### config.mk
export PLATFORM = sky130hd
export DESIGN_NAME = onehot_encoder_pipe
export DESIGN_NICKNAME = d
export VERILOG_FILES = /design/src/rtl/onehot_enc_pkg.sv /design/src/rtl/onehot_enc_core.sv /design/src/rtl/onehot_encoder_pipe.sv
export SDC_FILE = /design/constraint.sdc
export NUM_CORES = 1
export LEC_CHECK = 0
export CAP_MARGIN = 20
export CORE_UTILIZATION = 50
export DETAILED_ROUTE_END_ITERATION = 10
export DONT_BUFFER_PORTS = 1
export MAX_ROUTING_LAYER = met4
export SETUP_SLACK_MARGIN = 0.15
export SKIP_CTS_REPAIR_TIMING = 1
export SYNTH_ARGS = -nofsm -noshare
export SYNTH_HDL_FRONTEND = slang
export SYNTH_SLANG_ARGS = --single-unit
### constraint.sdc
create_clock -name clk -period 5.5 [get_ports clk]
set_input_delay 0.275 -clock clk [delete_from_list [all_inputs] [get_ports clk]]
set_output_delay 0.275 -clock clk [all_outputs]
set_load 0.1 [all_outputs]
### src/rtl/onehot_enc_pkg.sv
// rtl/onehot_enc_pkg.sv - shared mode encodings and code-width helper for the one-hot encoder
package onehot_enc_pkg;

   localparam logic [1:0] MODE_STRICT = 2'b00;
   localparam logic [1:0] MODE_LSB    = 2'b01;
   localparam logic [1:0] MODE_MSB    = 2'b10;

   // Narrowest vectors still need a one-bit code.
   function automatic int calc_w(input int n);
      return (n <= 2) ? 1 : $clog2(n);
   endfunction

endpackage

### src/rtl/onehot_enc_core.sv
// rtl/onehot_enc_core.sv - combinational N-bit request vector to binary index encoder
module onehot_enc_core
   import onehot_enc_pkg::*;
#(
   parameter  int N = 8,
   localparam int W = calc_w(N)
) (
   input  logic [N-1:0] data,
   input  logic [1:0]   mode,
   output logic [W-1:0] code,
   output logic         err
);

   logic         any_set;
   logic         multi_set;
   logic [W-1:0] lsb_idx;
   logic [W-1:0] msb_idx;

   // One ascending scan yields lowest index, highest index and a more-than-one flag.
   always_comb begin
      any_set   = 1'b0;
      multi_set = 1'b0;
      lsb_idx   = '0;
      msb_idx   = '0;
      for (int i = 0; i < N; i++) begin
         if (data[i]) begin
            if (!any_set) lsb_idx = W'(i);
            if (any_set) multi_set = 1'b1;
            any_set = 1'b1;
            msb_idx = W'(i);
         end
      end
   end

   always_comb begin
      code = '0;
      err  = 1'b1;
      case (mode)
         MODE_LSB: begin
            if (any_set) begin
               code = lsb_idx;
               err  = 1'b0;
            end
         end
         MODE_MSB: begin
            if (any_set) begin
               code = msb_idx;
               err  = 1'b0;
            end
         end
         default: begin
            // Strict: with exactly one bit set the lowest index is that bit.
            if (any_set && !multi_set) begin
               code = lsb_idx;
               err  = 1'b0;
            end
         end
      endcase
   end

endmodule

### src/rtl/onehot_encoder_pipe.sv
// rtl/onehot_encoder_pipe.sv - registered one-hot encoder with valid/ready handshake and error counter
module onehot_encoder_pipe
   import onehot_enc_pkg::*;
#(
   parameter  int N         = 8,
   parameter  int ERR_CNT_W = 8,
   localparam int W         = calc_w(N)
) (
   input  logic                 clk,
   input  logic                 rst,
   input  logic                 in_valid,
   output logic                 in_ready,
   input  logic [N-1:0]         in_data,
   input  logic [1:0]           mode,
   output logic                 out_valid,
   input  logic                 out_ready,
   output logic [W-1:0]         out_code,
   output logic                 out_err,
   output logic [ERR_CNT_W-1:0] err_count,
   input  logic                 err_clr
);

   logic                 out_valid_q, out_valid_d;
   logic [W-1:0]         out_code_q,  out_code_d;
   logic                 out_err_q,   out_err_d;
   logic [ERR_CNT_W-1:0] err_count_q, err_count_d;
   logic [ERR_CNT_W-1:0] err_base;
   logic [W-1:0]         core_code;
   logic                 core_err;
   logic                 accept;

   onehot_enc_core #(.N(N)) u_core (
      .data (in_data),
      .mode (mode),
      .code (core_code),
      .err  (core_err)
   );

   always_comb begin
      in_ready    = !out_valid_q || out_ready;
      accept      = in_valid && in_ready;
      out_valid_d = out_valid_q;
      out_code_d  = out_code_q;
      out_err_d   = out_err_q;
      if (accept) begin
         out_valid_d = 1'b1;
         out_code_d  = core_code;
         out_err_d   = core_err;
      end else if (out_ready) begin
         out_valid_d = 1'b0;
      end

      // Clear takes effect before the increment of a same-cycle erroneous accept.
      err_base    = err_clr ? '0 : err_count_q;
      err_count_d = err_base;
      if (accept && core_err && !(&err_base)) begin
         err_count_d = err_base + ERR_CNT_W'(1);
      end
   end

   always_ff @(posedge clk) begin
      if (rst) begin
         out_valid_q <= 1'b0;
         out_code_q  <= '0;
         out_err_q   <= 1'b0;
         err_count_q <= '0;
      end else begin
         out_valid_q <= out_valid_d;
         out_code_q  <= out_code_d;
         out_err_q   <= out_err_d;
         err_count_q <= err_count_d;
      end
   end

   assign out_valid = out_valid_q;
   assign out_code  = out_code_q;
   assign out_err   = out_err_q;
   assign err_count = err_count_q;

endmodule

==> metrics.cfg <==
[timing]
slew_violations = 0
period_minus_slack_ps = 3160
slew_headroom = 0.261
rsz0062_at_grt = false
worst_pin_slew_ps = 1110
hold_viol = 0
fin_crit_sh = 0.575
fin_skew_ps = 0.600
fmax_ghz = 0.316
finalSetupViolations = 0
layout_setup_ws_ps = 2340
fin_tns_setup_ps = 0

[layout]
layout_common_cells = dfxtp_1, nor2_1, a21oi_1
fill_cells = 183
antenna_cells = 0
fin_util = 0.546
instances_no_fill = 138
drive_above_1_share = 0.0973
finalInstanceArea_um2 = 952
final_nets = 132
multi_input_area_um2 = 608
regArea_um2 = 260
final_common_cell = dfxtp_1
synthToLayoutAreaGrowth_pct = 2.01

[route]
detail_route.wl_per_cell_um = 13.9
drc = 0
drt-initial-drc-count = 7
drtAntennaViolNets = 0
viasPerCell = 6.12
wl_um = 1920
vias = 844
drtPass1Iterations = 4

[critical_path]
crit_slowest_cell = dfxtp_1
worstSetupPathType = reg -> reg
cp_max_fo = 11
max_stage_delay_ps = 960
worstPathCellList = nand2b_1 > and2_1 > o21a_1 > o21ai_2 > nor2_2 > mux2_4
cp-end-kind = register
crit_required_ps = 5670
worstSetupStartpointType = register
critPathArrivalTime_ps = 3330

[grt]
use_met2 = 0.357
gr-total-overflow = 0
met1_usage = 0.248
busiest_layer = met2
antenna_found_initial = 0
grtUsageTotal = 0.216
grt_max_degree = 13
grt_pass1_vias = 755
use_met3 = 0.0480
grt_pass1_wl_um = 3130

[synthesis]
synthCells = 115
synthFlopType = dfxtp_1
yosys.cell_types.count = 45
synth_edf_count = 0
async_reset_ff_frac = 0
netlist_area_um2 = 933
ys_seq_area_frac = 0.279
yosys_warnings = 0
ys_ff_latch = 13
synth_fp_nets = 133
synth.avg_cell_area_um2 = 8.12

[die]
fp.dieW_um = 45.2
die_y_um = 45.2
boundaryPins = 29
core_area_mm2 = 0.00175
die-area_mm2 = 0.00204
rows = 15
start_util = 0.535

[clocking]
cts_buffer_depth = 2
h-tree-depth = 1
numCtsBuffers = 3
clkSlewWorstSetupHoldPaths_ps = 80
cts_tree = built
cts_root_buffer = clkbuf_4
clkLatencyLatePin_ps = 270
clock-sinks = 13

[power_and_ir_drop]
p_leak_nw = 0.319
power.density_mw_per_mm2 = 216
max-vdd-ir-drop_v = 0.000104

[min_path]
hold_class = in -> reg

[place]
gp_congestion = 0.843
dp_slack_ps = 2340
port_buffers = 0
placed_cells = 134
hpwl_um = 1500
place_area_um2 = 926

[outcome]
status = finished clean

[run]
drv_cap = 0

## worst max-delay path: cells and delay by family, from the launching register on
kind	cells	cell delay, ps
simple gates	3	1450
flops	1	960
compound gates	2	350
mux	1	300
## cells by family after synthesis
kind of cell               after synthesis  synth area share
muxes                                    2            0.0268
DFF                                     13             0.279
adders and majority gates                3            0.0402
buffers and inverters                   13            0.0697
AOI/OAI and AO/OA                       34             0.283
and+or+nand+nor                         48             0.283
xor gates and xnor gates                 2            0.0188
## cell type report
| class | count | share of cell area |
|---|---|---|
| multi-input combinational | 89 | 0.639 |
| tap | 25 | 0.0329 |
| clock buffer | 4 | 0.0276 |
| inverter | 7 | 0.0276 |
| sequential | 13 | 0.273 |
## synth_stat cells (2+ instances only)
cell type / count / area [um^2]
dfxtp_1: 13 / 260
a21oi_1: 9 / 45.0
nor2_1: 9 / 33.8
inv_1: 7 / 26.3
nand2_1: 7 / 26.3
nor2b_1: 6 / 37.5
o21ai_0: 5 / 25.0
nand3_1: 4 / 20.0
nor3_1: 4 / 20.0
nor4_1: 4 / 25.0
clkbuf_1: 3 / 11.3
ha_1: 3 / 37.5
a211oi_1: 2 / 15.0
and2_1: 2 / 12.5
buf_6: 2 / 22.5
nand2b_1: 2 / 12.5
nand4_1: 2 / 12.5
o21a_1: 2 / 15.0
o311ai_0: 2 / 17.5
or3_1: 2 / 12.5
## state kept, by name, summed over array words and instances, names as in the netlist
register / flops
out_valid: 1
err_count: 8
out_code: 3
out_err: 1
## final timing paths
kind                            cells after the start         from           end  slack (ps)
worst min register to register                      2  out_code[1]   out_code[1]         910
worst max-delay path                                6    out_valid  err_count[3]        2340
worst min-delay path                                1          rst  err_count[4]          60
worst max register to register                      6    out_valid  err_count[3]        2340
## routing by layer
metal / vias up / wire, um / part of all wire
li1: 425 / - / -
met1: 392 / 823 / 0.43
met2: 23 / 973 / 0.51
met3: 4 / 93 / 0.048
met4: 0 / 31 / 0.016
met5: - / 0 / 0
## report_power, final
group	internal, mW	total, mW	switching, mW
clock network	0.0281	0.0585	0.0304
logic	0.0115	0.0296	0.0181
registers	0.0967	0.118	0.0208
total	0.136	0.206	0.0694
## metrics by stage
| step | hold slack (ps) | total power [mW] |
|---|---|---|
| floorplan | 348 | 0.151 |
| global placement | 342 | 0.149 |
| CTS | 43.8 | 0.209 |
| detailed placement | 343 | 0.150 |
| finish | 55.2 | 0.206 |
| global route | 38.8 | 0.216 |
No activity file was read; power rests on OpenSTA's default activity.
